### config.mk
export PLATFORM = sky130hd
export DESIGN_NAME = keypad_operand_reader
export DESIGN_NICKNAME = d
export VERILOG_FILES = /design/src/rtl/keypad_operand_reader.sv
export SDC_FILE = /design/constraint.sdc
export NUM_CORES = 1
export LEC_CHECK = 0
export ABC_AREA = 0
export CAP_MARGIN = 40
export CELL_PAD_IN_SITES_DETAIL_PLACEMENT = 1
export CELL_PAD_IN_SITES_GLOBAL_PLACEMENT = 2
export CORE_MARGIN = 2
export CORE_UTILIZATION = 34
export CTS_CLUSTER_DIAMETER = 50
export DETAILED_ROUTE_END_ITERATION = 7
export PLACE_DENSITY = 0.86
export SKIP_LAST_GASP = 1
export SLEW_MARGIN = 40
export SYNTH_ARGS = -nofsm -noshare
export SYNTH_HDL_FRONTEND = slang
export SYNTH_SLANG_ARGS = --single-unit
### constraint.sdc
create_clock -name clk -period 3.2 [get_ports clk]
set_input_delay 0.32 -clock clk [delete_from_list [all_inputs] [get_ports clk]]
set_output_delay 0.32 -clock clk [all_outputs]
set_load 0.005 [all_outputs]
### src/rtl/keypad_operand_reader.sv
// keypad_operand_reader: scans a 4x4 active-low keypad, debounces presses and
// builds a two-digit decimal operand that is committed with '#'.
//
// Ports:
//   clk           rising-edge clock
//   reset         synchronous, active-high reset
//   row_in        keypad rows, active-low, asynchronous to clk
//   col_drive     keypad columns, one-hot-low
//   entry_value   binary value of digits keyed so far (0..99)
//   digit_count   digits accepted in the current entry (0..2)
//   operand       last committed operand
//   operand_valid one-cycle pulse when operand updates
//   key_strobe    one-cycle pulse per accepted key
//   key_code      code of the last accepted key
module keypad_operand_reader #(
    parameter int SCAN_DIV     = 1000,
    parameter int DEBOUNCE_CNT = 20
) (
    input  logic       clk,
    input  logic       reset,
    input  logic [3:0] row_in,
    output logic [3:0] col_drive,
    output logic [6:0] entry_value,
    output logic [1:0] digit_count,
    output logic [6:0] operand,
    output logic       operand_valid,
    output logic       key_strobe,
    output logic [3:0] key_code
);

    localparam int DW = (SCAN_DIV > 1) ? $clog2(SCAN_DIV) : 1;
    localparam int CW = $clog2(DEBOUNCE_CNT + 1);

    localparam logic [1:0] S_SCAN     = 2'd0;
    localparam logic [1:0] S_DEBOUNCE = 2'd1;
    localparam logic [1:0] S_ACCEPT   = 2'd2;
    localparam logic [1:0] S_RELEASE  = 2'd3;

    logic [1:0]    state;
    logic [3:0]    sync1;
    logic [3:0]    sync2;
    logic [3:0]    pattern;
    logic [1:0]    col;
    logic [DW-1:0] div;
    logic [CW-1:0] cnt;
    logic          tick;
    logic          rows_idle;
    logic          cnt_last;
    logic [1:0]    row_idx;
    logic [3:0]    code;
    logic [6:0]    entry_next;

    assign tick      = (div == DW'(SCAN_DIV - 1));
    assign rows_idle = &sync2;
    assign cnt_last  = (cnt == CW'(DEBOUNCE_CNT - 1));
    assign col_drive = ~(4'b0001 << col);

    // Lowest low row wins when several rows are pulled down together.
    always_comb begin
        row_idx = 2'd3;
        if (!pattern[0])
            row_idx = 2'd0;
        else if (!pattern[1])
            row_idx = 2'd1;
        else if (!pattern[2])
            row_idx = 2'd2;
    end

    always_comb begin
        code = 4'h0;
        case ({row_idx, col})
            4'b00_00: code = 4'h1;
            4'b00_01: code = 4'h2;
            4'b00_10: code = 4'h3;
            4'b00_11: code = 4'hA;
            4'b01_00: code = 4'h4;
            4'b01_01: code = 4'h5;
            4'b01_10: code = 4'h6;
            4'b01_11: code = 4'hB;
            4'b10_00: code = 4'h7;
            4'b10_01: code = 4'h8;
            4'b10_10: code = 4'h9;
            4'b10_11: code = 4'hC;
            4'b11_00: code = 4'hE;
            4'b11_01: code = 4'h0;
            4'b11_10: code = 4'hF;
            default:  code = 4'hD;
        endcase
    end

    // Only used while fewer than two digits are held, so entry_value <= 9
    // and the result never exceeds 99.
    assign entry_next = entry_value * 7'd10 + {3'b000, code};

    always_ff @(posedge clk) begin
        if (reset) begin
            state         <= S_SCAN;
            sync1         <= 4'b1111;
            sync2         <= 4'b1111;
            pattern       <= 4'b1111;
            col           <= 2'd0;
            div           <= '0;
            cnt           <= '0;
            entry_value   <= 7'd0;
            digit_count   <= 2'd0;
            operand       <= 7'd0;
            operand_valid <= 1'b0;
            key_strobe    <= 1'b0;
            key_code      <= 4'h0;
        end else begin
            sync1         <= row_in;
            sync2         <= sync1;
            key_strobe    <= 1'b0;
            operand_valid <= 1'b0;
            div           <= tick ? '0 : div + 1'b1;

            case (state)
                S_SCAN: begin
                    if (tick) begin
                        if (rows_idle) begin
                            col <= col + 2'd1;
                        end else begin
                            pattern <= sync2;
                            cnt     <= '0;
                            state   <= S_DEBOUNCE;
                        end
                    end
                end
                S_DEBOUNCE: begin
                    if (tick) begin
                        if (sync2 == pattern) begin
                            if (cnt_last) begin
                                cnt   <= '0;
                                state <= S_ACCEPT;
                            end else begin
                                cnt <= cnt + 1'b1;
                            end
                        end else begin
                            cnt   <= '0;
                            col   <= col + 2'd1;
                            state <= S_SCAN;
                        end
                    end
                end
                S_ACCEPT: begin
                    key_strobe <= 1'b1;
                    key_code   <= code;
                    cnt        <= '0;
                    state      <= S_RELEASE;
                    if (code <= 4'h9) begin
                        if (digit_count < 2'd2) begin
                            entry_value <= entry_next;
                            digit_count <= digit_count + 2'd1;
                        end
                    end else if (code == 4'hE) begin
                        entry_value <= 7'd0;
                        digit_count <= 2'd0;
                    end else if (code == 4'hF) begin
                        operand       <= entry_value;
                        operand_valid <= 1'b1;
                        entry_value   <= 7'd0;
                        digit_count   <= 2'd0;
                    end
                end
                S_RELEASE: begin
                    if (tick) begin
                        if (!rows_idle) begin
                            cnt <= '0;
                        end else if (cnt_last) begin
                            cnt   <= '0;
                            state <= S_SCAN;
                        end else begin
                            cnt <= cnt + 1'b1;
                        end
                    end
                end
                default: state <= S_SCAN;
            endcase
        end
    end

endmodule

## Yosys cells after proc, flatten, opt, wreduce, memory -nomap -nowiden

Memories as Yosys holds them, arrays and structs flattened.
Cells that the tools add are included.

- Memories kept: 1
- Register bits: 53
- Input port bits: 6
- Memory bits (read-only): 64
- Logic and storage cells: 93
- Output and inout bits: 26

Memories:

| memory | words | width | rd ports | clocked after Yosys merged registers in | write ports | RTL line | text |
|---|---|---|---|---|---|---|---|
| (name not given) | 16 | 4 | 1 | 0 | 0 | 71 | `case ({row_idx, col})` |

- Bitwise gates (word level): 5
- Multipliers: 1
- Equal/unequal tests: 18
- Muxes and demuxes: 35
- $lt $le $gt $ge: 2
- Reductions and logical operators: 12
- Shifts and indexed selects: 1
- Add/subtract/negate cells: 5

Operator list:

| operator | count |
|---|---|
| $mux 2 | 18 |
| $mux 5 | 7 |
| $mux 7 | 4 |
| $pmux 5 s4 | 1 |
| $ne 2x2->1 const B | 8 |
| $reduce_and 4->1 | 3 |
| $add 10x1->10 const B | 1 |
| $eq 10x10->1 const B | 1 |
| $eq 4x4->1 const B | 2 |
| $pmux 2 s4 | 1 |
| $add 7x4->7 | 1 |
| $mul 7x3->6 const B | 1 |
| $reduce_and 7->1 | 1 |
| $reduce_and 3->1 | 2 |
| $add 5x1->5 const B | 1 |
| $eq 5x5->1 const B | 1 |
| $reduce_and 5->1 | 1 |
| $add 2x1->2 const B | 2 |
| $eq 2x2->1 const B | 2 |
| $eq 4x4->1 | 1 |
| $le 4x4->1 const B | 1 |
| $not 1->1 | 4 |
| $not 4->4 | 1 |
| $pmux 2 s2 | 1 |
| 11 further kinds | 13 |

## Logic depth before layout (Yosys ltp)

An unclocked memory read counts as a cell.

- Depth after elaboration: 8
- Depth in mapped cells: 14
- Depth with buffers taken out: 14

## Least setup slack after synthesis

OpenSTA, ideal clock, no wires.

- Path type: reg-to-reg
- Start: register col[0]
- End: register entry_value[6]
- Data required time: 3.084 ns
- Arrival time: 2.813 ns
- Buffers on the path: 0
- Clock period less this slack: 2.929 ns
- Setup slack: 0.271 ns
- Cell stages (with the launch flop): 13
- Library setup time: 0.116 ns
- Cells stage by stage: dfxtp_1 > inv_1 > ha_1 > mux2i_1 > a2bb2oi_4 > inv_1 > ha_1 > and3b_1 > a221o_1 > nor3b_1 > o21a_1 > nor4b_2 > a31o_1

- Word-level cells in the longest chain between the ends: 4
- Elaborated cells between the ends (all ways): 11
- Those cells by class: add/sub (1); order compare (1); eq/ne (3); mux (3); reduce/logical (2); memory (1)

Ends and longest elaborated chain:

| element | RTL line | text |
|---|---|---|
| start: declaration | 43 | `logic [1:0] col;` |
| start signal: assignment | 121 | `col <= col + 2'd1;` |
| start signal: assignment | 140 | `col <= col + 2'd1;` |
| $mem_v2 16x4 (*) | - |  |
| named net code[2] | 50 | `logic [3:0] code;` |
| $add 7x4->7 (tied with other cells) | 93 | `assign entry_next = entry_value * 7'd10 + {3'b000, code};` |
| $mux 7 (tied with other cells) | 151 | `if (digit_count < 2'd2) begin` |
| $mux 7 / $reduce_and 3->1 (equally long branches) | - |  |
| end signal: assignment | 152 | `entry_value <= entry_next;` |
| end: declaration | 23 | `output logic [6:0] entry_value,` |

The timed path passes the listed nets; every way through them passes the cells marked *. The select of a mux whose other input is x is not followed.
A chain may end at the register's enable or synchronous reset.

## Final worst setup path

- Start: register col[1]
- End: register entry_value[6]

Same word-level chain as after synthesis.

==> flow_metrics.env <==
export IMPL_status="finished clean"
export IMPL_antenna_left=0
export IMPL_regToRegSetupSlack_ns=0.26
export IMPL_synth_edf_count=0
export IMPL_utilization=0.4220
export IMPL_tns_ns=0
export IMPL_avgViaCountPerCell=4.959
export IMPL_critical_path_class="reg2reg"
export IMPL_vias=2187
export IMPL_hpwl_um=4948
export IMPL_cp_end_kind="flop"
export IMPL_first_pass_iters=6
export IMPL_yosysWarnings=0
export IMPL_cts_tree="yes"
export IMPL_ys_ff_latch=53
export IMPL_grt_pass1_vias=2319
export IMPL_drt_wl_total_um=6495
export IMPL_ys_top_cells_by_area="dfxtp_1 (39%), ha_1 (7.3%), nor2_1 (5.7%)"
export IMPL_max_freq_mhz=340.5
export IMPL_grt_usage=0.1590
export IMPL_cpPeakStageDelay_ns=0.44
export IMPL_htree_levels=2
export IMPL_synth_top_area_frac=0.3869
export IMPL_postCtsSetupBuffers=0
export IMPL_min_delay_path_depth=1
export IMPL_insertion_delay_ns=0.31
export IMPL_die_area_sq_mm=0.008801
export IMPL_drive_above_1_share=0.1121
export IMPL_required_ns=3.40
export IMPL_wl_per_cell_um=14.73
export IMPL_cts_sinks=53
export IMPL_ys_types=53
export IMPL_core_area_sq_mm=0.007767
export IMPL_r2r_cells=12
export IMPL_p_total_mw=1.102
export IMPL_numPortBuffers=31
export IMPL_worst_pin_slew_ns=0.6526
export IMPL_synth_ff_type="dfxtp_1"
export IMPL_grt_max_degree=25
export IMPL_hp_start="sync1[2]$_SDFF_PP1_"
export IMPL_clockBufferDepth=2
export IMPL_final_hold_viol_count=0
export IMPL_io_pins=32
export IMPL_synthArstFlopShare=0
export IMPL_max_cap_violations=0
export IMPL_start_kind="flop"
export IMPL_maxSlewViolCount=0
export IMPL_r2r_end="entry_value[6]$_SDFFE_PP0P_"
export IMPL_root_buffer="clkbuf_8"
export IMPL_path_cells="inv_1 -> ha_1 -> mux2i_1 -> a2bb2oi_4 -> inv_1 -> ha_1 -> and3b_1 -> a221o_1 -> nor3b_2 -> o21a_1 -> nor4b_2 -> a31o_1"
export IMPL_slew_headroom=0.5620
export IMPL_critical_path_slowest_cell="dfxtp_1"
export IMPL_areaGrowthSynthToFinish_pct=19.53
export IMPL_stdcell_area_sq_mm=0.003278
export IMPL_die_h_um=93.82
export IMPL_gp_congestion=0.7950
export IMPL_antenna_found_initial=0
export IMPL_min_period_ns=2.937
export IMPL_placed_cell_area_sq_mm=0.003174
export IMPL_setup_violations=0
export IMPL_min_to="sync2[2]$_SDFF_PP1_"
export IMPL_drc=0
export IMPL_yosysTopAreaCell="dfxtp_1"
export IMPL_seq_area_frac_synth=0.3869
export IMPL_die_w_um=93.82
export IMPL_nets=362
export IMPL_start_util=0.3531
export IMPL_synth_avg_cell_area_sq_um=9.052
export IMPL_r2r_start="col[1]$_SDFFE_PP0P_"
export IMPL_antenna_cells=0
export IMPL_arrival_ns=3.14
export IMPL_core_rowCount=32
export IMPL_power_density_mw_per_mm2=336.2
export IMPL_period_share=0.9178
export IMPL_synth_cell_area_sq_mm=0.002743
export IMPL_finClkSkew_ns=0.01193
export IMPL_drt_iter0_drc=62
export IMPL_synth_cells=303
export IMPL_syn_num_nets=327
export IMPL_leakagePower_nw=1.225
export IMPL_clk_pin_slew_ns=0.10
export IMPL_ir_worst_vdd_mv=0.1393
export IMPL_hold_class="reg2reg"
export IMPL_critPathMaxFanout=6
export IMPL_grt_first_pass_wirelength_um=11390
export IMPL_grt_setup_unrepaired="no"
export IMPL_cts_buffers=5
export IMPL_overflow=0
[worst max-delay path by stage]
stage,end,from
5_1_grt,entry_value[6]$_SDFFE_PP0P_,col[1]$_SDFFE_PP0P_
6_report,entry_value[6]$_SDFFE_PP0P_,col[1]$_SDFFE_PP0P_
2_1_floorplan,entry_value[6]$_SDFFE_PP0P_,col[0]$_SDFFE_PP0P_
3_3_place_gp,entry_value[5]$_SDFFE_PP0P_,col[1]$_SDFFE_PP0P_
4_1_cts,entry_value[6]$_SDFFE_PP0P_,col[1]$_SDFFE_PP0P_
3_5_place_dp,entry_value[6]$_SDFFE_PP0P_,col[1]$_SDFFE_PP0P_
[layout make-up]
class / instances / area (sq um)
timing repair buffer: 38 / 362.8
inverter: 18 / 67.56
multi-input combinational: 222 / 1565
clock inverter: 3 / 25.02
clock buffer: 5 / 68.82
fill: 912 / 4489
sequential: 53 / 1061
tap: 102 / 127.6
[synthesized netlist by cell type (3+ instances only)]
library cell,n
dfxtp_1,53
nor2_1,42
nand2_1,21
inv_1,18
ha_1,16
a21oi_1,14
mux2i_1,13
nand3_1,10
or2_2,10
xnor2_1,10
xor2_1,10
nand2b_1,8
a22oi_1,7
nor3_1,7
nand4_1,6
a31oi_1,4
clkbuf_1,4
a211oi_1,3
o21ai_0,3
[flip-flops by register name, indices dropped and copies added, names as in the netlist, named ones only]
signal	count
digit_count	2
col	2
state	1
operand	7
sync2	4
pattern	4
div	10
entry_value	7
sync1	4
cnt	5
key_code	4
operand_valid	1
key_strobe	1
[metrics by stage]
stage	hold slack, ns	cells	setup WS (ns)
final	0.4183	441	0.2632
after floorplan	0.3895	303	0.2712
after CTS	0.4203	441	0.1125
after global placement	0.3962	433	0.3030
after detailed placement	0.3950	433	0.1685
after global routing	0.4448	441	0.05404
[worst max-delay path: cells and delay by family (launching register included)]
family                     cells  cell delay (ns)
adders and majority gates      2             0.58
DFF                            1             0.44
muxes                          1             0.25
and+or+nand+nor                3             0.51
buffers and inverters          2             0.26
AOI/OAI and AO/OA              4             0.79
[cell usage in the layout (no fill, tap or decap), types with 4 or more instances in the layout]
cell,n
a31oi_1,4
buf_4,7
or2_2,10
xor2_1,10
a22oi_1,7
nand4_1,6
nand3_1,10
clkbuf_8,5
ha_1,16
nor3_1,7
nand2_1,21
mux2i_1,13
dfxtp_1,53
a21oi_1,14
nor2_1,42
inv_1,18
clkdlybuf4s50_1,31
xnor2_1,10
nand2b_1,8
[per-layer routing]
metal	GRT usage	wire length [um]
met2	0.2679	3074
met1	0.2141	3252
met3	0.02167	98
met4	0.04106	70
met5	0	0
[logic make-up (layout without fill, tap and decap cells)]
family	count (synthesis)	after routing	share of synthesized area
AOI/OAI and AO/OA	45	45	0.1218
and+or+nand+nor	125	125	0.2422
adders and majority gates	18	18	0.08759
buffers and inverters	28	64	0.04607
xor gates and xnor gates	20	20	0.06387
DFF	53	53	0.3869
muxes	14	14	0.05155
[what timing repair did]
action,in CTS,in global routing
resized for setup,0,2
setup endpoints to repair,0,3
hold buffers,0,0
[power breakdown]
group          switching, mW  total [mW]  internal [mW]
registers            0.00552       0.673          0.667
clock network          0.234       0.392          0.158
logic                 0.0211      0.0376         0.0166
No activity file was read; power rests on OpenSTA's default activity.
